$ cat config.mk
export PLATFORM = sky130hd
export DESIGN_NAME = inst_fetch_buf
export DESIGN_NICKNAME = d
export VERILOG_FILES = /design/src/rtl/inst_fetch_buf_pkg.sv /design/src/rtl/fetch_fifo.sv /design/src/rtl/inst_fetch_buf.sv
export SDC_FILE = /design/constraint.sdc
export NUM_CORES = 1
export LEC_CHECK = 0
export ABC_AREA = 1
export CORE_MARGIN = 8
export CORE_UTILIZATION = 25
export CTS_BUF_LIST = sky130_fd_sc_hd__clkbuf_4 sky130_fd_sc_hd__clkbuf_8 sky130_fd_sc_hd__clkbuf_16
export DETAILED_ROUTE_END_ITERATION = 10
export PLACE_DENSITY_LB_ADDON = 0.12
export SLEW_MARGIN = 40
export SYNTH_ARGS = -nofsm -noshare
export SYNTH_HDL_FRONTEND = slang
export SYNTH_SLANG_ARGS = --single-unit
$ cat constraint.sdc
create_clock -name clk -period 4 [get_ports clk]
set_clock_uncertainty 0.05 [all_clocks]
set_input_delay 1.2 -clock clk [delete_from_list [all_inputs] [get_ports clk]]
set_output_delay 1.2 -clock clk [all_outputs]
set_load 0.01 [all_outputs]
$ cat src/rtl/inst_fetch_buf_pkg.sv
// Shared widths and constants for the Sirius fetch front end.
package inst_fetch_buf_pkg;

    localparam int unsigned InstAddrBus = 32;
    localparam int unsigned InstBus     = 32;

    localparam logic [InstBus-1:0]     ZeroWord    = '0;
    localparam logic                   ChipEnable  = 1'b1;
    localparam logic                   ChipDisable = 1'b0;
    localparam int unsigned            FetchBufDepth = 4;
    localparam logic [InstAddrBus-1:0] PcStep      = 32'd4;

    localparam int unsigned EntryW = InstAddrBus + InstBus;

    typedef struct packed {
        logic [InstAddrBus-1:0] pc;
        logic [InstBus-1:0]     inst;
    } fetch_entry_t;

endpackage

$ cat src/rtl/fetch_fifo.sv
// Synchronous prefetch FIFO with a flush that clears pointers and count.
module fetch_fifo #(
    parameter int unsigned DEPTH = 4,
    parameter int unsigned WIDTH = 64,
    localparam int unsigned PtrW = $clog2(DEPTH),
    localparam int unsigned CntW = PtrW + 1
) (
    input  logic             clk,
    input  logic             rst,
    input  logic             push,
    input  logic             pop,
    input  logic             flush,
    input  logic [WIDTH-1:0] wdata,
    output logic [WIDTH-1:0] rdata,
    output logic [CntW-1:0]  count
);

    logic [WIDTH-1:0] mem_q [DEPTH];
    logic [PtrW-1:0]  rd_ptr_q, rd_ptr_d;
    logic [PtrW-1:0]  wr_ptr_q, wr_ptr_d;
    logic [CntW-1:0]  count_q, count_d;

    // Pointers are exactly log2(DEPTH) wide, so increments wrap modulo DEPTH.
    always_comb begin
        rd_ptr_d = rd_ptr_q;
        wr_ptr_d = wr_ptr_q;
        count_d  = count_q;
        if (flush) begin
            rd_ptr_d = '0;
            wr_ptr_d = '0;
            count_d  = '0;
        end else begin
            if (push) wr_ptr_d = wr_ptr_q + PtrW'(1);
            if (pop)  rd_ptr_d = rd_ptr_q + PtrW'(1);
            count_d = count_q + CntW'(push) - CntW'(pop);
        end
    end

    always_ff @(posedge clk or posedge rst) begin
        if (rst) begin
            rd_ptr_q <= '0;
            wr_ptr_q <= '0;
            count_q  <= '0;
        end else begin
            rd_ptr_q <= rd_ptr_d;
            wr_ptr_q <= wr_ptr_d;
            count_q  <= count_d;
        end
    end

    always_ff @(posedge clk) begin
        if (push && !flush) mem_q[wr_ptr_q] <= wdata;
    end

    assign rdata = (count_q != '0) ? mem_q[rd_ptr_q] : '0;
    assign count = count_q;

endmodule

$ cat src/rtl/inst_fetch_buf.sv
// Fetch PC owner: drives the instruction ROM and buffers {pc, inst} pairs for decode.
module inst_fetch_buf
    import inst_fetch_buf_pkg::*;
#(
    parameter int unsigned            DEPTH    = FetchBufDepth,
    parameter logic [InstAddrBus-1:0] RESET_PC = 32'h0000_0000
) (
    input  logic                   clk,
    input  logic                   rst,
    output logic                   rom_ce_o,
    output logic [InstAddrBus-1:0] rom_addr_o,
    input  logic [InstBus-1:0]     rom_data_i,
    input  logic                   stall_i,
    input  logic                   branch_flag_i,
    input  logic [InstAddrBus-1:0] branch_target_i,
    output logic                   id_valid_o,
    output logic [InstAddrBus-1:0] id_pc_o,
    output logic [InstBus-1:0]     id_inst_o
);

    localparam int unsigned CntW = $clog2(DEPTH) + 1;

    logic                   ce_en_q, ce_en_d;
    logic [InstAddrBus-1:0] fetch_pc_q, fetch_pc_d;
    logic [CntW-1:0]        count;
    logic                   can_fetch, push, pop;
    fetch_entry_t           wentry, rentry;

    // A pop frees a slot in the same cycle, so a full FIFO still fetches when decode drains.
    always_comb begin
        id_valid_o = (count != '0);
        pop        = id_valid_o & ~stall_i;
        can_fetch  = (count < CntW'(DEPTH)) | pop;
        rom_ce_o   = ce_en_q ? (can_fetch ? ChipEnable : ChipDisable) : ChipDisable;
        rom_addr_o = rom_ce_o ? fetch_pc_q : ZeroWord;
        push       = ce_en_q & ~branch_flag_i & can_fetch;

        wentry.pc   = fetch_pc_q;
        wentry.inst = rom_data_i;
        id_pc_o     = rentry.pc;
        id_inst_o   = rentry.inst;

        ce_en_d    = 1'b1;
        fetch_pc_d = fetch_pc_q;
        if (branch_flag_i) begin
            fetch_pc_d = branch_target_i;
        end else if (push) begin
            fetch_pc_d = fetch_pc_q + PcStep;
        end
    end

    always_ff @(posedge clk or posedge rst) begin
        if (rst) begin
            ce_en_q    <= 1'b0;
            fetch_pc_q <= RESET_PC;
        end else begin
            ce_en_q    <= ce_en_d;
            fetch_pc_q <= fetch_pc_d;
        end
    end

    fetch_fifo #(
        .DEPTH (DEPTH),
        .WIDTH (EntryW)
    ) u_fifo (
        .clk   (clk),
        .rst   (rst),
        .push  (push),
        .pop   (pop),
        .flush (branch_flag_i),
        .wdata (wentry),
        .rdata (rentry),
        .count (count)
    );

endmodule

==> results.sh, run 1 <==
export IMPL_outcome="finished clean"
export IMPL_synth_most_common_cell="nor2_1"
export IMPL_r2r_end="u_fifo.count[2]"
export IMPL_hp_class="flop to flop"
export IMPL_cpPeakStageDelay_ns=0.62
export IMPL_ys_seq_area_share_pct=68.45
export IMPL_die_height_um=241.3
export IMPL_synth_area_leaders="edfxtp_1 61%, nor2_1 10%, dfrtp_1 7.9%"
export IMPL_cp_data_required_time_ns=2.75
export IMPL_hold_violations=0
export IMPL_wl_per_cell_um=18.29
export IMPL_vias=8993
export IMPL_whs_path_depth=0
export IMPL_cp_num_cells=5
export IMPL_io_pins=166
export IMPL_cp_slowest_cell="clkdlybuf4s50_1"
export IMPL_r2r_cells=12
export IMPL_synth_nets=1290
export IMPL_critPathTopFamily="buffers and inverters"
export IMPL_grt_max_degree=69
export IMPL_overflow=0
export IMPL_cts_root_buf="clkbuf_16"
export IMPL_yosys_area_top_type="edfxtp_1"
export IMPL_gr_usage_all_layers_pct=13.08
export IMPL_p_sw_share_pct=31.83
export IMPL_place_ws_ns=0.05435
export IMPL_p_seq_share_pct=37.7
export IMPL_synth_edff_count=256
export IMPL_p_leak_nw=5.865
export IMPL_drtIter0Drc=501
export IMPL_syn_inst=1214
export IMPL_grt_pass1_wl_um=57390
export IMPL_antenna_found_initial=1
export IMPL_ys_warn_count=0
export IMPL_via_per_inst=4.307
export IMPL_fillCellCount=5079
export IMPL_numPortBuffers=165
export IMPL_ant_nets=0
export IMPL_rrSetupSlack_ns=1.48
export IMPL_setup_viol=0
export IMPL_drtPass1Iterations=5
export IMPL_hold_path_startpoint="fetch_pc_q[1]"
export IMPL_power_frac_comb_pct=30.4
export IMPL_areaGrowthSynthToFinish_pct=30.21
export IMPL_start_util_pct=25.30
export IMPL_std_cell_rows=82
export IMPL_hold_end="u_fifo.mem_q[3][33]"
export IMPL_gp_congestion=0.7687
export IMPL_path_clk_slew_ns=0.06
export IMPL_rr_startpoint="u_fifo.count[1]"
export IMPL_final_nets=1465
export IMPL_postSynth_asyncResetShare_pct=13.51
export IMPL_power_mw=10.03
export IMPL_slew_headroom_pct=60.56
export IMPL_grt_pass1_vias=9277
export IMPL_clkPwrFrac_pct=32.0
export IMPL_syn_avg_cell_area_um2=10.46
export IMPL_clkLatencyLatePin_ns=0.54
export IMPL_finalWorstSetupSlack_ns=0.1022
export IMPL_clockBufferDepth=3
export IMPL_tightest_slew_ns=0.5907
export IMPL_yosys_top_cells_count="344 x nor2_1, 256 x edfxtp_1, 160 x nand2_1, 137 x o21ai_0, 71 x a21oi_1"
export IMPL_fp_dieW_um=241.3
export IMPL_ys_ff_latch=296
export IMPL_powerDensity_mw_per_mm2=606.7
export IMPL_cts_made_buffers=36
export IMPL_dp_hpwl_um=23960
export IMPL_final_setup_tns_ns=0
export IMPL_netlist_area_mm2=0.01269
export IMPL_wl_um=38190
export IMPL_arrival_ns=2.65
export IMPL_diodes=0
export IMPL_holdBufCountCts=0
export IMPL_ys_types=28
export IMPL_drc_errors=0
export IMPL_multi_input_area_mm2=0.003561
export IMPL_layout_drive_gt1_share_pct=8.686
export IMPL_path_cells="clkinv_2 -> buf_12 -> o21ai_0 -> a21oi_1 -> clkdlybuf4s50_1"
export IMPL_synth_ff_type="edfxtp_1"
export IMPL_final_seq_area_mm2=0.008696
export IMPL_cp_max_fo=60
export IMPL_crit_buf_inv=3
export IMPL_clock_sinks=296
export IMPL_slew_violations=0
export IMPL_cap_violations=0
export IMPL_synth_top_area_share_pct=60.56
export IMPL_layout_min_cycle_time_ns=3.898
export IMPL_fmax_mhz=256.6
export IMPL_h_tree_depth=2
export IMPL_worst_setup_path_start_kind="flop"
export IMPL_tritoncts="built"
export IMPL_rsz0062_at_grt="no"
export IMPL_end_kind="primary output"
export IMPL_coreArea_mm2=0.05017
export IMPL_dieArea_mm2=0.05824
export IMPL_timing_final_crit_share_pct=97.44
export IMPL_vdd_drop_max_uv=295.6
export IMPL_path_class="flop to primary output"
export IMPL_p_sw_mw=3.192
export IMPL_power_internal_mw=6.836
[worst max-delay path by stage]
stage	start	to	slack [ns]
floorplan	branch_flag_i	u_fifo.mem_q[0][0]	-0.93
global placement	stall_i	rom_addr_o[2]	0.08
detailed placement	stall_i	rom_addr_o[2]	0.05
CTS	stall_i	rom_addr_o[2]	0.04
global route	u_fifo.rd_ptr_q[0]	id_pc_o[18]	0.003
finish	u_fifo.rd_ptr_q[0]	id_pc_o[18]	0.10
[cells by family after synthesis]
logic type | after synthesis | synth area share, %
xor gates and xnor gates | 7 | 0.4830
adders and majority gates | 8 | 0.8477
AOI/OAI and AO/OA | 221 | 8.862
DFF | 296 | 68.45
other | 1 | 0.02954
buffers and inverters | 119 | 3.765
and+or+nand+nor | 562 | 17.57
[per-stage QoR]
| step | instance area (um2) | util (%) | std cells | hold slack (ns) |
|---|---|---|---|---|
| 3_5_place_dp | 15330 | 30.55 | 2020 | 0.4754 |
| 5_1_grt | 16530 | 32.94 | 2088 | 0.5179 |
| 3_3_place_gp | 15330 | 30.55 | 2020 | 0.4706 |
| 4_1_cts | 16510 | 32.90 | 2086 | 0.4891 |
| 2_1_floorplan | 12690 | - | 1214 | 0.4260 |
| 6_report | 16530 | 32.94 | 2088 | 0.4822 |
[sequential cells by signal (all words and copies together) (netlist names)]
register	cells
ce_en_q	1
u_fifo.mem_q	256
fetch_pc_q	32
u_fifo.rd_ptr_q	2
u_fifo.wr_ptr_q	2
u_fifo.count	3
[final cells by class]
type / instances / area share [%]
clock buffers: 49 / 6.223
clock inverters: 16 / 0.8100
inverters: 57 / 1.317
multi-input cells: 799 / 21.54
flip-flops and latches: 296 / 52.61
well taps: 672 / 5.087
repair buffers: 199 / 12.41
[cell usage in the layout (no fill, tap or decap), types with 2 or more instances in the layout]
cell type and count:
nor2_1 340, edfxtp_1 256, clkdlybuf4s50_1 164, nand2_1 160, o21ai_0 137, a21oi_1 70, inv_1 50, nand3_1 41
dfrtp_1 38, clkbuf_16 37, buf_4 22, buf_12 11, clkbuf_4 10, xor2_1 7, nor2_4 7, clkinv_2 7
ha_1 7, nor2_2 6, o21ai_1 6, inv_2 5, clkinv_1 5, nand2_2 3, nand3_2 2, nand4_1 2
o211ai_1 2, o221ai_1 2, inv_6 2, clkbuf_8 2, bufinv_16 2, dfrtp_4 2
[power groups by stage]
stage	sequential [mW]	clock, mW	combinational, mW
2_1_floorplan	3.76	0	1.45
3_3_place_gp	3.86	0	3.13
3_5_place_dp	3.86	0	3.13
4_1_cts	3.79	3.32	3.17
5_1_grt	3.81	3.44	3.37
6_report	3.78	3.20	3.05
[routing by layer]
metal  up-vias  track usage, %  share of wire (%)
met5         -               0              0.034
met4         2           3.545                2.1
met3        55           3.151                4.5
met2       177           22.13                 48
met1      4289           16.62                 46
li1       4470               -                  -
[what timing repair did]
| item | in CTS | in global routing |
|---|---|---|
| resized for setup | 2 | 2 |
| pin swaps | 0 | 0 |
| setup endpoints to repair | 16 | 3 |
| buffers inserted | 1 | 2 |
(Power assumes the default switching activity.)
==> run 2, diff against run 1 <==
- CORE_UTILIZATION: 25 -> 50
==> results.sh, run 2 (synthesis results as in run 1) <==
export IMPL_worst_setup_path_start_kind="primary input"
export IMPL_clkPwrFrac_pct=28.8
export IMPL_tightest_slew_ns=0.6315
export IMPL_rsz0062_at_grt="no"
export IMPL_design_area_mm2=0.01588
export IMPL_coreArea_mm2=0.02504
export IMPL_drtPass1Iterations=7
export IMPL_areaGrowthSynthToFinish_pct=25.14
export IMPL_clkLatencyLatePin_ns=0.55
export IMPL_layout_drive_gt1_share_pct=7.840
export IMPL_power_frac_comb_pct=31.0
export IMPL_cts_root_buf="clkbuf_16"
export IMPL_cp_data_required_time_ns=2.75
export IMPL_gp_congestion=0.8733
export IMPL_layout_min_cycle_time_ns=3.879
export IMPL_place_area_mm2=0.01489
export IMPL_drtIter0Drc=651
export IMPL_numPortBuffers=165
export IMPL_p_sw_share_pct=30.67
export IMPL_final_nets=1455
export IMPL_ctsResizeCount=0
export IMPL_clockBufferDepth=3
export IMPL_start_util_pct=50.70
export IMPL_cts_made_buffers=30
export IMPL_drc_errors=0
export IMPL_end_kind="primary output"
export IMPL_largest_reg_flops=256
export IMPL_setup_viol=0
export IMPL_wl_per_cell_um=17.61
export IMPL_final_common_cell="nor2_1"
export IMPL_dieArea_mm2=0.03074
export IMPL_powerDensity_mw_per_mm2=589.5
export IMPL_power_internal_mw=6.492
export IMPL_gr_usage_all_layers_pct=19.45
export IMPL_p_leak_nw=5.761
export IMPL_vdd_drop_max_uv=534.0
export IMPL_ant_nets=0
export IMPL_slew_headroom_pct=57.90
export IMPL_clock_sinks=296
export IMPL_antenna_found_initial=3
export IMPL_regMostFlops="u_fifo.mem_q"
export IMPL_path_clk_slew_ns=0.06
export IMPL_arrival_ns=2.63
export IMPL_wl_um=30510
export IMPL_worst_hold_slack_ns=0.4538
export IMPL_std_cell_rows=58
export IMPL_die_height_um=175.3
export IMPL_grt_max_degree=65
export IMPL_most_common_layout_cells="340 x nor2_1, 256 x edfxtp_1, 164 x clkdlybuf4s50_1"
export IMPL_path_class="primary input to primary output"
export IMPL_vias=9113
export IMPL_fp_dieW_um=175.3
export IMPL_hp_class="flop to flop"
export IMPL_io_pins=166
export IMPL_cts_setup_buffers=0
export IMPL_p_seq_share_pct=40.3
export IMPL_h_tree_depth=1
export IMPL_grt_pass1_wl_um=47970
export IMPL_fmax_mhz=257.8
export IMPL_overflow=0
export IMPL_cap_violations=0
export IMPL_p_sw_mw=2.871
export IMPL_timing_final_crit_share_pct=96.98
export IMPL_holdBufCountCts=0
export IMPL_tritoncts="built"
export IMPL_dp_hpwl_um=19300
export IMPL_cp_max_fo=36
export IMPL_via_per_inst=5.259
export IMPL_grt_pass1_vias=8946
export IMPL_outcome="finished clean"
export IMPL_hold_violations=0
export IMPL_diodes=0
export IMPL_slew_violations=0
[run 2: power by group through the flow]
stage | logic [mW] | registers (mW) | clock network [mW]
2_1_floorplan | 1.45 | 3.76 | 0
3_3_place_gp | 2.90 | 3.82 | 0
3_5_place_dp | 2.93 | 3.83 | 0
4_1_cts | 2.95 | 3.77 | 2.74
5_1_grt | 3.20 | 3.79 | 2.86
6_report | 2.90 | 3.77 | 2.70
[run 2: per-layer routing]
layer | wire length [um] | up-vias | track usage, %
met2 | 14460 | 266 | 32.01
met4 | 495 | 6 | 4.733
met3 | 2045 | 42 | 4.638
met5 | 38 | - | 0
met1 | 13470 | 4341 | 25.77
li1 | - | 4458 | -
[run 2: path summary, 6_finish.rpt]
check                                 from                  end  slack [ns]  cells past startpoint
setup reg to reg           u_fifo.count[1]      u_fifo.count[2]        1.43                     11
setup / recovery                   stall_i       rom_addr_o[14]        0.12                      6
min in group asynchronous              rst        fetch_pc_q[2]        1.04                      3
hold / removal               fetch_pc_q[1]  u_fifo.mem_q[3][33]        0.45                      0
hold reg to reg              fetch_pc_q[1]  u_fifo.mem_q[3][33]        0.45                      0
max in group asynchronous              rst   u_fifo.rd_ptr_q[0]        2.43                      3
[run 2: final cells by class]
cell class	count	area [um2]
Clock inverter	12	88.84
Timing Repair Buffer	195	2024
Inverter	57	215.2
Sequential cell	296	8693
Multi-Input combinational cell	799	3557
Tap cell	330	412.9
Clock buffer	44	892.1
Fill cell	2019	9153
[run 2: critical path: stages]
cell and delay [ns]:
clkdlybuf4s50_1 0.42, nand2_1 0.09, nand2_2 0.06, buf_12 0.17, nor2_1 0.11, clkdlybuf4s50_1 0.57
[run 2: stage by stage]
| step | setup TNS (ns) | total power [mW] | std cells | setup slack [ns] | utilization [%] |
|---|---|---|---|---|---|
| 6_report | 0 | 9.364 | 1733 | 0.1208 | 63.44 |
| 5_1_grt | 0 | 9.854 | 1733 | 0.008254 | 63.44 |
| 4_1_cts | 0 | 9.453 | 1733 | 0.03157 | 63.40 |
| 3_5_place_dp | 0 | 6.765 | 1677 | 0.08508 | 59.49 |
| 3_3_place_gp | 0 | 6.727 | 1677 | 0.1158 | 59.49 |
| 2_1_floorplan | -237.65 | 5.211 | 1214 | -0.9283 | - |
==> run 3, diff against run 2 <==
- CORE_UTILIZATION: 50 -> 35
==> results.sh, run 3 (synthesis results as in run 1) <==
export IMPL_outcome="finished clean"
export IMPL_holdBufCountCts=0
export IMPL_numPortBuffers=165
export IMPL_arrival_ns=2.63
export IMPL_vias=9011
export IMPL_layout_drive_gt1_share_pct=8.031
export IMPL_grt_max_degree=78
export IMPL_r2r_end="u_fifo.count[2]"
export IMPL_h_tree_depth=2
export IMPL_clockBufferDepth=3
export IMPL_place_ws_ns=0.08413
export IMPL_clkLatencyLatePin_ns=0.50
export IMPL_final_setup_tns_ns=0
export IMPL_p_leak_nw=5.803
export IMPL_startpoint="u_fifo.rd_ptr_q[0]"
export IMPL_start_util_pct=35.60
export IMPL_timing_final_crit_share_pct=96.94
export IMPL_most_common_layout_cells="340 x nor2_1, 256 x edfxtp_1, 164 x clkdlybuf4s50_1"
export IMPL_rsz0062_at_grt="no"
export IMPL_power_mw=9.770
export IMPL_tightest_slew_ns=0.5812
export IMPL_dp_hpwl_um=20720
export IMPL_end_kind="primary output"
export IMPL_place_area_mm2=0.01500
export IMPL_final_nets=1457
export IMPL_clock_sinks=296
export IMPL_drc_errors=0
export IMPL_rr_startpoint="u_fifo.count[1]"
export IMPL_antenna_found_initial=2
export IMPL_grt_pass1_wl_um=52570
export IMPL_cts_setup_buffers=0
export IMPL_std_cell_rows=69
export IMPL_r2r_cells=11
export IMPL_cp_data_required_time_ns=2.75
export IMPL_layout_min_cycle_time_ns=3.878
export IMPL_overflow=0
export IMPL_drtIter0Drc=504
export IMPL_cts_made_buffers=34
export IMPL_regMostFlops="u_fifo.mem_q"
export IMPL_hold_violations=0
export IMPL_via_per_inst=4.824
export IMPL_cp_endpoint="id_pc_o[22]"
export IMPL_slew_headroom_pct=61.25
export IMPL_coreArea_mm2=0.03566
export IMPL_fp_dieW_um=206.4
export IMPL_tritoncts="built"
export IMPL_rrSetupSlack_ns=1.47
export IMPL_fin_cells=1868
export IMPL_wl_um=34540
export IMPL_design_area_mm2=0.01615
export IMPL_die_height_um=206.4
export IMPL_largest_reg_flops=256
export IMPL_wl_per_cell_um=18.49
export IMPL_path_class="flop to primary output"
export IMPL_final_common_cell="nor2_1"
export IMPL_vdd_drop_max_uv=516.3
export IMPL_cts_root_buf="clkbuf_16"
export IMPL_path_clk_slew_ns=0.06
export IMPL_setup_viol=0
export IMPL_fmax_mhz=257.9
export IMPL_ant_nets=0
export IMPL_gp_congestion=0.8383
export IMPL_io_pins=166
export IMPL_areaGrowthSynthToFinish_pct=27.22
export IMPL_drtPass1Iterations=6
export IMPL_hp_class="flop to flop"
export IMPL_worst_setup_path_start_kind="flop"
export IMPL_slew_violations=0
export IMPL_cp_max_fo=30
export IMPL_dieArea_mm2=0.04262
export IMPL_cap_violations=0
export IMPL_finalWorstSetupSlack_ns=0.1222
export IMPL_grt_pass1_vias=8867
export IMPL_powerDensity_mw_per_mm2=605.0
export IMPL_diodes=0
export IMPL_post_place_cells=1805
export IMPL_gr_usage_all_layers_pct=16.03
## run 3: through the flow
step / util (%) / hold WS [ns]
global route: 45.29 / 0.4944
global placement: 42.06 / 0.4631
finish: 45.29 / 0.4686
CTS: 45.18 / 0.4803
detailed placement: 42.06 / 0.4670
floorplan: - / 0.4260
## run 3: worst min path at each step
stage	start	endpoint	slack, ns	depth (start not counted)
finish	fetch_pc_q[1]	u_fifo.mem_q[3][33]	0.47	0
global route	fetch_pc_q[1]	u_fifo.mem_q[3][33]	0.49	0
CTS	fetch_pc_q[4]	u_fifo.mem_q[1][36]	0.48	0
detailed placement	fetch_pc_q[1]	u_fifo.mem_q[2][33]	0.47	0
global placement	fetch_pc_q[4]	u_fifo.mem_q[1][36]	0.46	0
floorplan	fetch_pc_q[0]	u_fifo.mem_q[0][32]	0.43	0
## run 3: power breakdown
group	internal [mW]	leakage [nW]	total, mW	switching [mW]
registers	3.59	2.82	3.78	0.192
logic	1.30	2.43	2.98	1.68
clock network	1.83	0.557	3.00	1.17
total	6.72	5.80	9.77	3.05
## run 3: layout make-up
type / count / area (um2)
fill: 3362 / 19510
sequential: 296 / 8693
multi-input combinational: 799 / 3561
timing repair buffer: 193 / 1997
clock buffer: 49 / 1016
tap: 461 / 576.8
inverter: 57 / 217.7
clock inverter: 13 / 86.33
## run 3: layer usage
metal	part of all wire, %	global-route usage [%]
met5	0.078	0
met4	1.4	3.341
met3	6.1	3.542
met2	46	25.71
met1	46	22.07
## run 3: critical path, stage by stage, from the launching register on
cell and delay [ns]:
dfrtp_4 0.63, clkinv_2 0.14, buf_4 0.30, o21ai_0 0.14, a21oi_1 0.30, clkdlybuf4s50_1 0.61
## run 3: timing repair
action,4_1_cts,5_1_grt
gates resized for setup,2,4
gates cloned,0,1
setup endpoints to repair,1,47
==> edit 1, RTL diff (config.mk and constraints of run 1) <==
The package constant `FetchBufDepth` goes from 4 to 2.
--- a/src/rtl/inst_fetch_buf_pkg.sv
+++ b/src/rtl/inst_fetch_buf_pkg.sv
@@ -7,7 +7,7 @@
     localparam logic [InstBus-1:0]     ZeroWord    = '0;
     localparam logic                   ChipEnable  = 1'b1;
     localparam logic                   ChipDisable = 1'b0;
-    localparam int unsigned            FetchBufDepth = 4;
+    localparam int unsigned            FetchBufDepth = 2;
     localparam logic [InstAddrBus-1:0] PcStep      = 32'd4;
 
     localparam int unsigned EntryW = InstAddrBus + InstBus;
Function: changed (Yosys sat finds a counterexample within 4 cycles, from zero or initial values and one cycle with rst high).
==> edit 1 against run 1 <==
Power shrank 41%. Area after synthesis shrank 41%. Non-clock buffer count shrank 21. Final area shrank 37%. Synthesized cell count shrank 35%. Count of clock-buffer cells in the layout shrank 31. Wire length shrank 39%. Sequential cell count shrank 131. Core utilization grew 2.0 points. Maximum frequency shrank 0.37%. Setup slack lost 0.015 ns.
==> edit 1: results (changes against run 1) <==
| Metric | Value |
|---|---|
| Outcome | finished, final reports clean (unchanged) |
| Worst-Skew Late Latency | 0.43 ns (was 0.54 ns) |
| Critical Path Max Stage Delay | 0.55 ns (was 0.62 ns) |
| Synthesized Nets | 861 (was 1,290) |
| Initial antenna violation count | 2 (was 1) |
| Rel. slew slack | 57.7% (was 60.6%) |
| Post-synth top cells | 276 x nand2_1, 128 x edfxtp_1, 84 x nor2_1 (was 344 x nor2_1, 256 x edfxtp_1, 160 x nand2_1) |
| CP Class | primary input to primary output (was flop to primary output) |
| Static leakage | 4.15 nW (was 5.86 nW) |
| Fill count | 3,019 (was 5,079) |
| Tot GR Track Use | 13.2% (was 13.1%) |
| Slowest CP cell | clkdlybuf4s50_1 (unchanged) |
| Asr flop ratio synth | 22.4% (was 13.5%) |
| Final HPWL DP | 15,800 um (was 24,000 um) |
| Post-synthesis compound-gate area fraction | 7.67% (was 8.86%) |
| Largest net degree at the start of global routing | 67 (was 69) |
| WL final | 23,400 um (was 38,200 um) |
| Router iterations before antenna repair | 4 (was 5) |
| Post-CTS Setup Repair Bufs | 0 (was 1) |
| Number of global-route vias before repair | 5,977 (was 9,277) |
| Post-Synth Adder-Cell Area | 0.501% (was 0.848%) |
| Routed vias/inst | 4.22 (was 4.31) |
| Clock Tree Buf Depth | 2 (was 3) |
| Post-Synth XOR/XNOR Area | 1.05% (was 0.483%) |
| Max VDD drop | 281 uV (was 296 uV) |
| Inserted Clock Buffers | 17 (was 36) |
| DR iter-0 viols | 309 (was 501) |
| Gpl congestion | 0.805 (was 0.769) |
| Ranking of synthesized cells by area | edfxtp_1 51%, nand2_1 14%, dfrtp_1 12% (was edfxtp_1 61%, nor2_1 10%, dfrtp_1 7.9%) |
| First-pass GRT wire length | 36,300 um (was 57,400 um) |
| Largest register FFs | 128 (was 256) |
| Layout cells sized above 1 | 7.43% (was 8.69%) |
-- edit 1: changes by cell type after synthesis, sizes merged, moves of 2 or more --
cell / change
nor2: -257
edfxtp: -128
nand2: +120
o21ai: -116
nand3: -18
buf: -17
clkbuf: -14
inv: +11
o21bai: +5
ha: -4
dfrtp: -3
nand4: -2
-- edit 1: kinds of logic (layout without fill, tap and decap cells) --
group,count (synthesis),in the layout
AO/OA/AOI/OAI,108,108
XOR/XNOR,9,9
adder cells (fa/ha/maj),3,3
buffers and inverters,99,278
flip-flops,165,165
other,1,2
AND/OR/NAND/NOR,405,405
-- edit 1: power by group --
| part | switching, mW | internal (mW) | total, mW |
|---|---|---|---|
| registers | 0.137 | 2.03 | 2.16 |
| logic | 1.11 | 0.902 | 2.01 |
| clock network | 0.741 | 0.947 | 1.69 |
-- edit 1: routing by layer --
layer / vias up / track usage (%) / part of all wire (%)
li1: 2910 / - / -
met1: 2684 / 16.8 / 46
met2: 132 / 22.0 / 47
met3: 17 / 3.62 / 5.9
met4: 2 / 3.28 / 1.2
met5: - / 0 / 0.051
-- edit 1: final timing paths --
kind	from	endpoint	slack, ns	depth (start not counted)
worst max-delay path	stall_i	rom_addr_o[7]	0.09	6
worst min-delay path	fetch_pc_q[1]	u_fifo.mem_q[0][33]	0.45	0
worst max register to register	u_fifo.count[1]	u_fifo.count[1]	1.97	8
worst min register to register	fetch_pc_q[1]	u_fifo.mem_q[0][33]	0.45	0
max in group asynchronous	rst	fetch_pc_q[19]	1.99	3
min in group asynchronous	rst	fetch_pc_q[3]	1.10	2
-- edit 1: cell type report --
class | instances | area share (%)
flip-flops and latches | 165 | 46.2
multi-input cells | 526 | 22.8
repair buffers | 178 | 18.1
well taps | 390 | 4.72
clock buffers | 18 | 4.19
inverters | 68 | 2.47
clock inverters | 14 | 1.57
diodes | 1 | 0.0242
-- edit 1: stage by stage --
stage               setup WS, ns  instances  instance area, um2  utilization (%)  power, mW
finish                    0.0877       1360               10300             35.0       5.87
global route             0.00258       1360               10300             35.0       6.23
CTS                     0.000940       1359               10300             34.8       6.00
detailed placement        0.0181       1327                9690             32.8       4.29
global placement          0.0326       1327                9690             32.8       4.29
floorplan                  0.228        790                7500                -       3.08
-- edit 1: repair_timing --
action	CTS	global route
gates resized for setup	0	17
hold endpoints to repair	0	0
setup endpoints to repair	0	17
==> edit 2, RTL diff (config.mk and constraints of run 1) <==
Without the edit above. Make the reset (`rst`) synchronous in 2 clocked blocks.
--- a/src/rtl/fetch_fifo.sv
+++ b/src/rtl/fetch_fifo.sv
@@ -36,7 +36,7 @@
         end
     end
 
-    always_ff @(posedge clk or posedge rst) begin
+    always_ff @(posedge clk) begin
         if (rst) begin
             rd_ptr_q <= '0;
             wr_ptr_q <= '0;
--- a/src/rtl/inst_fetch_buf.sv
+++ b/src/rtl/inst_fetch_buf.sv
@@ -49,7 +49,7 @@
         end
     end
 
-    always_ff @(posedge clk or posedge rst) begin
+    always_ff @(posedge clk) begin
         if (rst) begin
             ce_en_q    <= 1'b0;
             fetch_pc_q <= RESET_PC;
Behaviour: differs if rst is asserted again (counterexample within 4 cycles, from zero or initial values and one cycle with rst high); with rst held inactive, the same outputs for 4 cycles.
==> edit 2 against run 1 <==
Synthesized cell count grew 2.3%. Final area grew 0.20%. Global-route usage shrank 0.20 points. Sequential cell count grew 2. Setup slack lost 0.023 ns. Wire length grew 0.65%. Area after synthesis grew 0.44%. Critical endpoint is now rom_addr_o[29].
Power is not compared: it rests on default switching activity, and its combinational part moved more than twofold at a synthesized area within 25%.
==> edit 2: results (changes against run 1) <==
| Metric | Value |
|---|---|
| Gpl congestion | 0.776 (was 0.769) |
| Worst-Skew Late Latency | about 0.53 ns |
| Routed via count | 9,162 (was 8,993) |
| First-pass GRT wire length | 58,900 um (was 57,400 um) |
| WL/cell | 18.3 um (about the same) |
| Clock Tree Buf Depth | 3 (unchanged) |
| Final cell count without fillers | 2,105 (was 2,088) |
| Switching power share of the total | between 20% and 30% |
| Post-Synth Adder-Cell Area | 0.844% (was 0.848%) |
| Fill count | 5,154 (was 5,079) |
| Post-Syn Instances | 1,242 (was 1,214) |
| Layout cells sized above 1 | 8.37% (was 8.69%) |
| Number of enable flip-flop cells after synthesis | 256 (unchanged) |
| Cell area after placement | 15,300 um2 (about the same) |
| Htree depth | 2 (unchanged) |
| Post-synthesis compound-gate area fraction | 10.5% (was 8.86%) |
| Static leakage | just under 6 nW |
| Number of global-route vias before repair | 9,385 (was 9,277) |
| Hold Path Origin | u_fifo.rd_ptr_q[1] (was fetch_pc_q[1]) |
| Reg2reg start | u_fifo.count[1] (unchanged) |
| Delay-heaviest family, CP | buffers and inverters (unchanged) |
| Rel. slew slack | 43.5% (was 60.6%) |
| Inserted Clock Buffers | 38 (was 36) |
| Fin nets | 1,481 (was 1,465) |
| Hold-fix buffers, CTS | 0 (unchanged) |
| Crit path DAT | 2.67 ns (was 2.65 ns) |
| Final HPWL DP | 22,900 um (was 24,000 um) |
| Worst Path Max Fanout | 39 (was 60) |
| Largest net degree at the start of global routing | 71 (was 69) |
| Post-synth top cells | 335 x nor2_1, 256 x edfxtp_1, 159 x o21ai_0 (was 344 x nor2_1, 256 x edfxtp_1, 160 x nand2_1) |
| Post-Synth XOR/XNOR Area | 0.815% (was 0.483%) |
| Synthesized Nets | 1,318 (was 1,290) |
| Asr flop ratio synth | 0% (was 13.5%) |
| Seq/Total Area, Yosys | 66.9% (was 68.4%) |
| Outcome | finished, final reports clean (unchanged) |
| DR iter-0 viols | 466 (was 501) |
| DP Cell Count | 2,036 (was 2,020) |
| Ranking of synthesized cells by area | edfxtp_1 60%, nor2_1 9.9%, dfxtp_1 6.6% (was edfxtp_1 61%, nor2_1 10%, dfrtp_1 7.9%) |
| Pre-CTS setup slack | 0.0765 ns (was 0.0544 ns) |
| Setup crit start | stall_i (was u_fifo.rd_ptr_q[0]) |
| Critical Path Max Stage Delay | 0.55 ns (was 0.62 ns) |
| Tot GR Track Use | 12.9% (was 13.1%) |
| Design Area, Final | 16,600 um2 (was 16,500 um2) |
-- edit 2: cell count changes after synthesis, moves of 9 or more --
cell,delta
a21oi_1,+23
dfrtp_1,-40
nand2_1,-30
dfxtp_1,+42
inv_1,+28
nor2_1,-9
o21ai_0,+22
nand3_1,-18
-- edit 2: path summary, 6_finish.rpt --
kind / end / slack (ns) / cells after the start
setup reg to reg: u_fifo.count[2] / 1.57 / 11
setup / recovery: rom_addr_o[29] / 0.08 / 6
hold reg to reg: flop / 0.41 / 2
hold / removal: flop / 0.41 / 2
-- edit 2: power by group through the flow --
| stage | Sequential, mW | Clock, mW | Combinational [mW] |
|---|---|---|---|
| 5_1_grt | 3.53 | 3.56 | 0.745 |
| 2_1_floorplan | 3.56 | 0 | 0.302 |
| 3_3_place_gp | 3.59 | 0 | 0.687 |
| 6_report | 3.53 | 3.32 | 0.670 |
| 3_5_place_dp | 3.59 | 0 | 0.688 |
| 4_1_cts | 3.53 | 3.45 | 0.695 |
-- edit 2: area by class of cell --
type / count / share of cell area [%]
Clock inverter: 18 / 0.808
Sequential cell: 298 / 51.5
Timing Repair Buffer: 186 / 11.9
Multi-Input combinational cell: 797 / 22.2
Inverter: 84 / 1.91
Tap cell: 672 / 5.08
Clock buffer: 50 / 6.64
-- edit 2: timing repair --
action,in CTS,in global routing
endpoints found under the setup margin,3,5
setup buffers,1,0
resized for setup,0,5
pin swaps,0,0
-- edit 2: cells by family after synthesis --
group / after synthesis
and+or+nand+nor: 513
DFF: 298
AOI/OAI and AO/OA: 265
buffers and inverters: 147
xor gates and xnor gates: 11
adders and majority gates: 8
-- edit 2: routing by layer --
layer,GRT usage [%],share of wire (%),vias to the layer above
met3,3.14,5.3,50
met1,16.8,46,4391
met2,21.2,47,193
li1,-,-,4526
met5,0,0.039,-
met4,3.53,1.9,2
